[config.mk]
export PLATFORM = sky130hd
export DESIGN_NAME = alu_seq
export DESIGN_NICKNAME = d
export VERILOG_FILES = /design/src/rtl/alu_pkg.sv /design/src/rtl/alu_iter.sv /design/src/rtl/alu_seq.sv
export SDC_FILE = /design/constraint.sdc
export NUM_CORES = 1
export LEC_CHECK = 0
export BUFFER_PORTS_ARGS = -buffer_cell sky130_fd_sc_hd__buf_2
export CAP_MARGIN = 20
export CORE_MARGIN = 5
export CORE_UTILIZATION = 55
export DETAILED_ROUTE_END_ITERATION = 8
export PLACE_DENSITY_LB_ADDON = 0.12
export SLEW_MARGIN = 20
export SYNTH_ARGS = -nofsm -noshare
export SYNTH_HDL_FRONTEND = slang
export SYNTH_HIERARCHICAL = 1
export SYNTH_SLANG_ARGS = --single-unit
[constraint.sdc]
create_clock -name clk -period 7.2 [get_ports clk]
set_input_delay 0 -clock clk [delete_from_list [all_inputs] [get_ports clk]]
set_output_delay 0 -clock clk [all_outputs]
set_load 0.01 [all_outputs]
[src/rtl/alu_pkg.sv]
// Shared opcode, state and flag definitions for the sequential ALU.
// No logic; constants and types only.
package alu_pkg;

  localparam logic [3:0] OP_ADD  = 4'd0;
  localparam logic [3:0] OP_SUB  = 4'd1;
  localparam logic [3:0] OP_AND  = 4'd2;
  localparam logic [3:0] OP_OR   = 4'd3;
  localparam logic [3:0] OP_XOR  = 4'd4;
  localparam logic [3:0] OP_NOT  = 4'd5;
  localparam logic [3:0] OP_SHL  = 4'd6;
  localparam logic [3:0] OP_SHR  = 4'd7;
  localparam logic [3:0] OP_MUL  = 4'd8;
  localparam logic [3:0] OP_DIVU = 4'd9;

  typedef enum logic [1:0] {
    S_IDLE = 2'd0,
    S_MUL  = 2'd1,
    S_DIV  = 2'd2,
    S_DONE = 2'd3
  } state_t;

  localparam int FLAG_N = 3;
  localparam int FLAG_Z = 2;
  localparam int FLAG_C = 1;
  localparam int FLAG_V = 0;

endpackage

[src/rtl/alu_iter.sv]
// Shift/add (MUL) and restoring shift/subtract (DIVU) step datapath, one bit per step.
// acc_nxt is the combinational result of the next step; the caller owns timing and stalls.
module alu_iter #(
  parameter int WIDTH = 16
) (
  input  logic               clk,
  input  logic               rst_n,
  input  logic               load,
  input  logic               step,
  input  logic               mode,
  input  logic [WIDTH-1:0]   a,
  input  logic [WIDTH-1:0]   b,
  output logic [2*WIDTH-1:0] acc_nxt
);

  logic [2*WIDTH-1:0] acc_q, acc_d;
  logic [WIDTH-1:0]   b_q, b_d;
  logic [WIDTH-1:0]   hi, lo;
  logic [WIDTH:0]     opnd;
  logic [WIDTH+1:0]   addend, sum;
  logic               add_en;

  // mode=1 divides: partial remainder shifted left, B subtracted via A+~B+1.
  // mode=0 multiplies: B added to the high half, then the pair shifts right.
  always_comb begin
    hi      = acc_q[2*WIDTH-1:WIDTH];
    lo      = acc_q[WIDTH-1:0];
    opnd    = mode ? {hi, lo[WIDTH-1]} : {1'b0, hi};
    addend  = mode ? ~{2'b00, b_q} : {2'b00, b_q};
    sum     = {1'b0, opnd} + addend + {{(WIDTH+1){1'b0}}, mode};
    add_en  = mode ? ~sum[WIDTH+1] : lo[0];
    if (mode) begin
      acc_nxt = add_en ? {sum[WIDTH-1:0], lo[WIDTH-2:0], 1'b1}
                       : {opnd[WIDTH-1:0], lo[WIDTH-2:0], 1'b0};
    end else begin
      acc_nxt = add_en ? {sum[WIDTH:0], lo[WIDTH-1:1]}
                       : {1'b0, hi, lo[WIDTH-1:1]};
    end
    acc_d = acc_q;
    b_d   = b_q;
    if (load) begin
      acc_d = {{WIDTH{1'b0}}, a};
      b_d   = b;
    end else if (step) begin
      acc_d = acc_nxt;
    end
  end

  always_ff @(posedge clk or negedge rst_n) begin
    if (!rst_n) begin
      acc_q <= '0;
      b_q   <= '0;
    end else begin
      acc_q <= acc_d;
      b_q   <= b_d;
    end
  end

endmodule

[src/rtl/alu_seq.sv]
// Registered ALU: single-cycle ops finish in 1 cycle, MUL/DIVU in WIDTH+1 cycles.
// start is only accepted in IDLE; requests at other times are dropped, never queued.
module alu_seq
  import alu_pkg::*;
#(
  parameter int WIDTH = 16
) (
  input  logic             clk,
  input  logic             rst_n,
  input  logic             start,
  input  logic [3:0]       ALU_control,
  input  logic [WIDTH-1:0] bus,
  input  logic [WIDTH-1:0] y_shifted,
  output logic             busy,
  output logic             done,
  output logic [WIDTH-1:0] ALU_out,
  output logic [WIDTH-1:0] ALU_out_hi,
  output logic [3:0]       flags,
  output logic             err
);

  localparam int CW = $clog2(WIDTH + 1);
  localparam logic [CW-1:0] LAST = CW'(WIDTH - 1);

  state_t             state_q, state_d;
  logic [CW-1:0]      cnt_q, cnt_d;
  logic [WIDTH-1:0]   out_q, out_d, hi_q, hi_d;
  logic [3:0]         flags_q, flags_d;
  logic               err_q, err_d;

  logic [2*WIDTH-1:0] acc_nxt;
  logic               iter_load, iter_step;

  logic [WIDTH-1:0]   sc_res, sc_hi, b_eff;
  logic [WIDTH:0]     add_sum;
  logic               sc_c, sc_v, sc_err, is_sub;

  logic [WIDTH-1:0]   res, res_hi;
  logic               res_c, res_v, res_err, upd;

  alu_iter #(.WIDTH(WIDTH)) u_iter (
    .clk     (clk),
    .rst_n   (rst_n),
    .load    (iter_load),
    .step    (iter_step),
    .mode    (state_q == S_DIV),
    .a       (bus),
    .b       (y_shifted),
    .acc_nxt (acc_nxt)
  );

  // Single-cycle datapath straight off the inputs; only registered on acceptance.
  always_comb begin
    is_sub  = (ALU_control == OP_SUB);
    b_eff   = is_sub ? ~y_shifted : y_shifted;
    add_sum = {1'b0, bus} + {1'b0, b_eff} + {{WIDTH{1'b0}}, is_sub};
    sc_res  = '0;
    sc_hi   = '0;
    sc_c    = 1'b0;
    sc_v    = 1'b0;
    sc_err  = 1'b0;
    case (ALU_control)
      OP_ADD, OP_SUB: begin
        sc_res = add_sum[WIDTH-1:0];
        sc_c   = add_sum[WIDTH];
        sc_v   = (bus[WIDTH-1] == b_eff[WIDTH-1]) && (add_sum[WIDTH-1] != bus[WIDTH-1]);
      end
      OP_AND: sc_res = bus & y_shifted;
      OP_OR:  sc_res = bus | y_shifted;
      OP_XOR: sc_res = bus ^ y_shifted;
      OP_NOT: sc_res = ~bus;
      OP_SHL: begin
        sc_res = {bus[WIDTH-2:0], 1'b0};
        sc_c   = bus[WIDTH-1];
      end
      OP_SHR: begin
        sc_res = {1'b0, bus[WIDTH-1:1]};
        sc_c   = bus[0];
      end
      OP_DIVU: begin
        // Only reached here with a zero divisor.
        sc_res = '1;
        sc_hi  = bus;
        sc_err = 1'b1;
      end
      default: sc_err = 1'b1;
    endcase
  end

  always_comb begin
    state_d   = state_q;
    cnt_d     = cnt_q;
    iter_load = 1'b0;
    iter_step = 1'b0;
    upd       = 1'b0;
    res       = sc_res;
    res_hi    = sc_hi;
    res_c     = sc_c;
    res_v     = sc_v;
    res_err   = sc_err;
    case (state_q)
      S_IDLE: begin
        if (start) begin
          cnt_d = '0;
          if (ALU_control == OP_MUL) begin
            state_d   = S_MUL;
            iter_load = 1'b1;
          end else if (ALU_control == OP_DIVU && y_shifted != '0) begin
            state_d   = S_DIV;
            iter_load = 1'b1;
          end else begin
            state_d = S_DONE;
            upd     = 1'b1;
          end
        end
      end
      S_MUL, S_DIV: begin
        iter_step = 1'b1;
        cnt_d     = cnt_q + CW'(1);
        if (cnt_q == LAST) begin
          state_d = S_DONE;
          upd     = 1'b1;
          res     = acc_nxt[WIDTH-1:0];
          res_hi  = acc_nxt[2*WIDTH-1:WIDTH];
          res_c   = (state_q == S_MUL) && (res_hi != '0);
          res_v   = res_c;
          res_err = 1'b0;
        end
      end
      default: state_d = S_IDLE;
    endcase

    out_d   = out_q;
    hi_d    = hi_q;
    flags_d = flags_q;
    err_d   = err_q;
    if (upd) begin
      out_d           = res;
      hi_d            = res_hi;
      err_d           = res_err;
      flags_d[FLAG_N] = res[WIDTH-1];
      flags_d[FLAG_Z] = (res == '0);
      flags_d[FLAG_C] = res_c;
      flags_d[FLAG_V] = res_v;
    end
  end

  always_ff @(posedge clk or negedge rst_n) begin
    if (!rst_n) begin
      state_q <= S_IDLE;
      cnt_q   <= '0;
      out_q   <= '0;
      hi_q    <= '0;
      flags_q <= '0;
      err_q   <= 1'b0;
    end else begin
      state_q <= state_d;
      cnt_q   <= cnt_d;
      out_q   <= out_d;
      hi_q    <= hi_d;
      flags_q <= flags_d;
      err_q   <= err_d;
    end
  end

  assign busy       = (state_q == S_MUL) || (state_q == S_DIV);
  assign done       = (state_q == S_DONE);
  assign ALU_out    = out_q;
  assign ALU_out_hi = hi_q;
  assign flags      = flags_q;
  assign err        = err_q;

endmodule

==> results of run 1 <==
[worst min-delay path, stage by stage]
cell	delay, ns
buf_2	0.17
nand2_1	0.08
o21ai_0	0.07
[placed cells by master, fill, tap and decap left out, types with 11 or more instances in the layout]
cell type | netlist | layout
inv_1 | 59 | 59
dlygate4sd3_1 | 0 | 16
a21o_1 | 20 | 20
buf_2 | 14 | 76
mux2_2 | 44 | 44
dfrtp_1 | 91 | 91
mux2i_1 | 24 | 24
xnor2_1 | 27 | 27
nand2b_1 | 14 | 14
a211oi_1 | 12 | 12
a31oi_1 | 25 | 25
a21oi_1 | 65 | 64
nor3_1 | 18 | 18
mux4_2 | 11 | 11
buf_4 | 2 | 12
nand3_1 | 34 | 34
nor2b_1 | 12 | 12
nand2_1 | 97 | 97
nor2_1 | 92 | 90
ha_1 | 72 | 71
xor2_1 | 22 | 22
o21ai_0 | 64 | 64
[synthesized netlist by cell type, types with 8 or more instances]
| library cell | count | area share |
|---|---|---|
| a221oi_1 | 8 | 0.0080 |
| a211oi_1 | 12 | 0.010 |
| o21a_1 | 8 | 0.0069 |
| nand2b_1 | 14 | 0.010 |
| ha_1 | 72 | 0.10 |
| dfrtp_1 | 91 | 0.26 |
| a31oi_1 | 25 | 0.018 |
| mux2_2 | 44 | 0.057 |
| nand3_1 | 34 | 0.019 |
| clkbuf_1 | 40 | 0.017 |
| a21o_1 | 20 | 0.017 |
| inv_1 | 59 | 0.025 |
| buf_2 | 14 | 0.0080 |
| xnor2_1 | 27 | 0.027 |
| mux4_2 | 11 | 0.028 |
| nor2b_1 | 12 | 0.0086 |
| o211ai_1 | 10 | 0.0086 |
| mux2i_1 | 24 | 0.027 |
| nor3_1 | 18 | 0.010 |
| nor2_1 | 92 | 0.040 |
| xor2_1 | 22 | 0.022 |
| nor4_1 | 10 | 0.0072 |
| o21ai_0 | 64 | 0.037 |
| a21oi_1 | 65 | 0.037 |
| nand2_1 | 97 | 0.042 |
[registers in the layout (all words and copies together) (netlist names)]
register,cells
cnt_q,5
ALU_out_hi,16
u_iter/b_q,16
flags,3
state_q,2
ALU_out,16
u_iter/acc_q,32
err,1
[layer usage]
layer | part of all wire | GRT usage
met1 | 0.46 | 0.449
met2 | 0.43 | 0.450
met3 | 0.090 | 0.0551
met4 | 0.017 | 0.0633
met5 | 0 | 0
[stage by stage]
step           power, mW  setup slack (ns)
6_report            4.87              1.84
3_3_place_gp        4.25              2.19
2_1_floorplan       3.42              2.24
5_1_grt             5.22              1.45
4_1_cts             4.80              1.96
3_5_place_dp        4.28              1.99
[cell families after synthesis]
kind of cell	Yosys count
xor gates and xnor gates	49
AOI/OAI and AO/OA	302
DFF	91
adders and majority gates	74
buffers and inverters	127
and+or+nand+nor	322
muxes	79
[path summary, 6_finish.rpt]
kind,startpoint,to,slack (ns),cells after the start
setup / recovery,state_q[0],flags[1],1.84,16
hold / removal,bus[1],u_iter/acc_q[1],0.02,3
setup reg to reg,state_q[0],flags[1],1.84,16
hold reg to reg,cnt_q[4],cnt_q[4],0.48,2
max in group asynchronous,rst_n,ALU_out[8],5.91,3
min in group asynchronous,rst_n,u_iter/b_q[7],0.08,2
[power groups by stage]
stage	logic (mW)	registers (mW)	clock network, mW
final	3.36	1.01	0.497
after CTS	3.29	1.00	0.505
after global routing	3.66	1.03	0.528
after global placement	3.24	1.01	0
after detailed placement	3.27	1.01	0
after floorplan	2.44	0.972	0
[area by class of cell]
cell class	instances	area [µm²]
fill	1466	6000
multi-input combinational	826	5990
sequential	91	2280
timing repair buffer	104	631
tap	216	270
clock buffer	10	239
inverter	62	233
clock inverter	5	67.6
[repair_timing]
| item | in CTS | in global routing |
|---|---|---|
| hold endpoints to repair | 36 | 1 |
| hold buffers | 15 | 1 |
| endpoints found under the setup margin | 0 | 0 |
==> reports/metrics.cfg, run 1 <==
[timing]
skew_ns=0.00770
slew_viol_final=0
tightest_slew_ns=0.975
setup_tns_ns=0
layout_min_cycle_time_ns=5.36
grt_setup_unrepaired=false
setup_viol=0
hold_ws_ns=0.0177
hold_violations=0
slew_headroom=0.348
fmax_mhz=187
post-route-period-util=0.744

[job]
max_cap_viol_count=0

[clocking]
cts_tree=done
clkSinkCount=91
clock_latency_ns=0.35
cts_setup_buffers=0
clock_path_buffers=2
clk_pin_slew_ns=0.07
cts.repair.resized=0
cts_max_level=3
cts_buffers=9
root_buffer=clkbuf_16

[synthesis]
synth-adder-area-share=0.108
ys.flop_type=dfrtp_1
async_flop_share=1.00
synth_cell_type_count=95
synth_top_family_by_area=compound AO/OA/AOI/OAI gates
yosysSeqAreaShare=0.260
syn_nets=1157
synth_compound_area_frac=0.237
synth_simple_gate_area_frac=0.174
synth-edff-count=0
yosys-mux-area-fraction=0.112
synth.avg_cell_area_um2=8.37
ys_warn_count=6
synth-seq-cells=91
netlist_area_um2=8740
synthXorXnorAreaFrac=0.0491
synth_cells=1044

[critical_path]
cp.buffers_inverters=2
cpMaxStageDelayCell=a211oi_2
crit_path_end_kind=flop
startpoint_type=flop
crit_fanout=47
cp_top_family=compound AO/OA/AOI/OAI gates
max_stage_delay_ns=0.57
cp_common_cell=a21o_1
cp.arrival_ns=5.60
timing.critical_path.cells=inv_1, ha_4, buf_4, mux2_2, ha_1, a21o_1, a211oi_2, a21o_1, nand2_1, a221oi_1, nor2_1, nor4_1, nand4_1, nand3_1, o311ai_0, o22a_1
crit_type=reg -> reg
cp.required_ns=7.44

[run_status]
status=completed

[drt]
via_per_inst=6.38
routed_wl_um=27600
drt_pre_antenna_iters=7
antenna_left=0
wl_per_cell_um=21.0
vias=8382
drtIter0Drc=999
route.detailed.drc=0

[die]
io_pins=78
die_area_um2=18500
die_x_um=136
initial_core_util=0.556
die-height_um=136
rows=46
core_um2=15700

[grt]
grt_pass1_wl_um=43200
grt_pass1_vias=7681
grt_use_total=0.299
gr-total-overflow=0
antenna_found_initial=0
grt_start_max_net_pins=71

[placement]
place_area_um2=9240
dp.cells=1283
portBuffers=77
hpwlAfterDp_um=20400
place_congestion=0.954

[pwr]
p_leak_nw=4.27
p_per_area_nw_per_um2=501
p_comb_frac=0.691
power_frac_clock=0.102
p_switching_mw=2.47
sequentialPowerShare=0.207
ir_worst_vdd_uv=265
p_sw_frac=0.508
p_int_mw=2.40

[cells_and_area]
fin_util=0.618
drive_gt1_frac=0.170
stdcell_count=1314
postLayoutCellArea_um2=9710
nets=1207
syn_to_final_growth_pct=11.0
num_antenna_cells=0

[worst_hold_path]
hp-class=in -> reg

No activity file was read; power rests on OpenSTA's default activity.
==> inputs of run 2 (changes only) <==
clock period = 4.76 ns   (was 7.2 ns; I/O delays follow)
==> reports/metrics.cfg, run 2 (synthesis results as in run 1) <==
[run_status]
status=completed

[timing]
layout_min_cycle_time_ns=4.43
fmax_mhz=226
slew_headroom=0.399
post-route-period-util=0.930
setup_slack_ns=0.332
setup_viol=0
skew_ns=0.0127
grt_setup_unrepaired=false
slew_viol_final=0
tightest_slew_ns=0.901
hold_violations=0
setup_tns_ns=0

[grt]
grt_pass1_vias=7621
antenna_found_initial=0
grt_pass1_wl_um=42300
grt_start_max_net_pins=60
grt_use_total=0.293
gr-total-overflow=0

[clocking]
cts_buffers=9
clock_path_buffers=2
clock_latency_ns=0.35
cts_max_level=3
clkSinkCount=91
cts_tree=done
root_buffer=clkbuf_16
clk_pin_slew_ns=0.07

[cells_and_area]
largest_reg_flops=32
num_antenna_cells=0
nets=1216
top_register=u_iter/acc_q
drive_gt1_frac=0.185
layout_commonest_cell=nand2_1
postLayoutCellArea_um2=9850
layout_common_cells=97 x nand2_1, 91 x dfrtp_1, 91 x nor2_1, 76 x buf_2, 71 x ha_1
fillers=1393
syn_to_final_growth_pct=12.6
fin_util=0.627

[worst_hold_path]
hp-class=in -> reg

[drt]
routed_wl_um=27200
vias=8431
route.detailed.drc=0
drtIter0Drc=917
wl_per_cell_um=20.5
via_per_inst=6.37
antenna_left=0
drt_pre_antenna_iters=5

[placement]
preCtsSetupSlack_ns=0.219
hpwlAfterDp_um=20500
portBuffers=77
place_area_um2=9310
place_congestion=0.964

[critical_path]
r2r_slack_ns=0.33
crit_fanout=14
crit_path_end_kind=flop
crit_type=reg -> reg
cp.required_ns=4.99
startpoint_type=flop
cp.arrival_ns=4.66

[pwr]
power.total_mw=7.52
ir_worst_vdd_uv=371
p_per_area_nw_per_um2=764
p_leak_nw=4.33

[die]
die_x_um=136
die-height_um=136
core_um2=15700
initial_core_util=0.556
rows=46
die_area_um2=18500
io_pins=78

[job]
max_cap_viol_count=0

## run 2: changes by cell type in the layout (fill, tap and decap cells not counted), sizes merged
cell	change
bufinv	+1
clkbuf	-1
buf	+11
clkinvlp	+2
clkinv	-1
dlygate4sd3	-2
## run 2: power by group
| part | total [mW] | leakage [nW] | switching (mW) | internal, mW |
|---|---|---|---|---|
| Sequential | 1.52 | 1.11 | 0.348 | 1.17 |
| Clock | 0.822 | 0.164 | 0.346 | 0.476 |
| Combinational | 5.18 | 3.06 | 3.09 | 2.10 |
## run 2: path summary, 6_finish.rpt
check	from	endpoint	cells after the start
worst max-delay path	state_q[0]	flags[1]	17
worst min-delay path	y_shifted[8]	u_iter/b_q[8]	2
worst max register to register	state_q[0]	flags[1]	17
worst min register to register	cnt_q[4]	cnt_q[4]	2
max in group asynchronous	rst_n	u_iter/acc_q[20]	3
min in group asynchronous	rst_n	u_iter/b_q[1]	2
## run 2: layer usage
| metal | vias to the layer above | GRT usage | wire [µm] |
|---|---|---|---|
| li1 | 3908 | - | - |
| met4 | 0 | 0.0717 | 662 |
| met3 | 47 | 0.0622 | 2780 |
| met1 | 4031 | 0.433 | 11800 |
| met5 | - | 0 | 0 |
| met2 | 445 | 0.439 | 11900 |
## run 2: repair_timing
| item | CTS | global route |
|---|---|---|
| buffers inserted | 0 | 1 |
| endpoints found under the hold margin | 71 | 1 |
| resized for setup | 0 | 7 |
| hold buffers | 13 | 1 |
| endpoints found under the setup margin | 0 | 2 |
## run 2: layout make-up
class	instances	area [µm²]	share of cell area
Clock buffer	9	225	0.0229
Clock inverter	7	118	0.0119
Inverter	62	236	0.0240
Multi-Input combinational cell	826	6030	0.612
Sequential cell	91	2280	0.231
Tap cell	216	270	0.0274
Timing Repair Buffer	113	693	0.0704
## run 2: per-stage QoR
step	std cells	hold slack (ns)
6_report	1324	0.00598
5_1_grt	1324	0.0118
4_1_cts	1322	0.000208
3_5_place_dp	1293	0.116
3_3_place_gp	1293	0.117
2_1_floorplan	1044	-0.296
## run 2: worst max-delay path: stages (launching register included)
cell and delay, ns:
dfrtp_1 0.44, inv_1 0.14, ha_4 0.27, buf_4 0.19
mux2_2 0.34, ha_1 0.41, o21a_1 0.21, o31a_1 0.15
o21a_1 0.28, or3_1 0.36, o211ai_1 0.11, a21boi_1 0.28
a21oi_1 0.15, nor4_2 0.31, nand4_1 0.14, nand3_1 0.15
o311ai_0 0.14, o22a_1 0.24
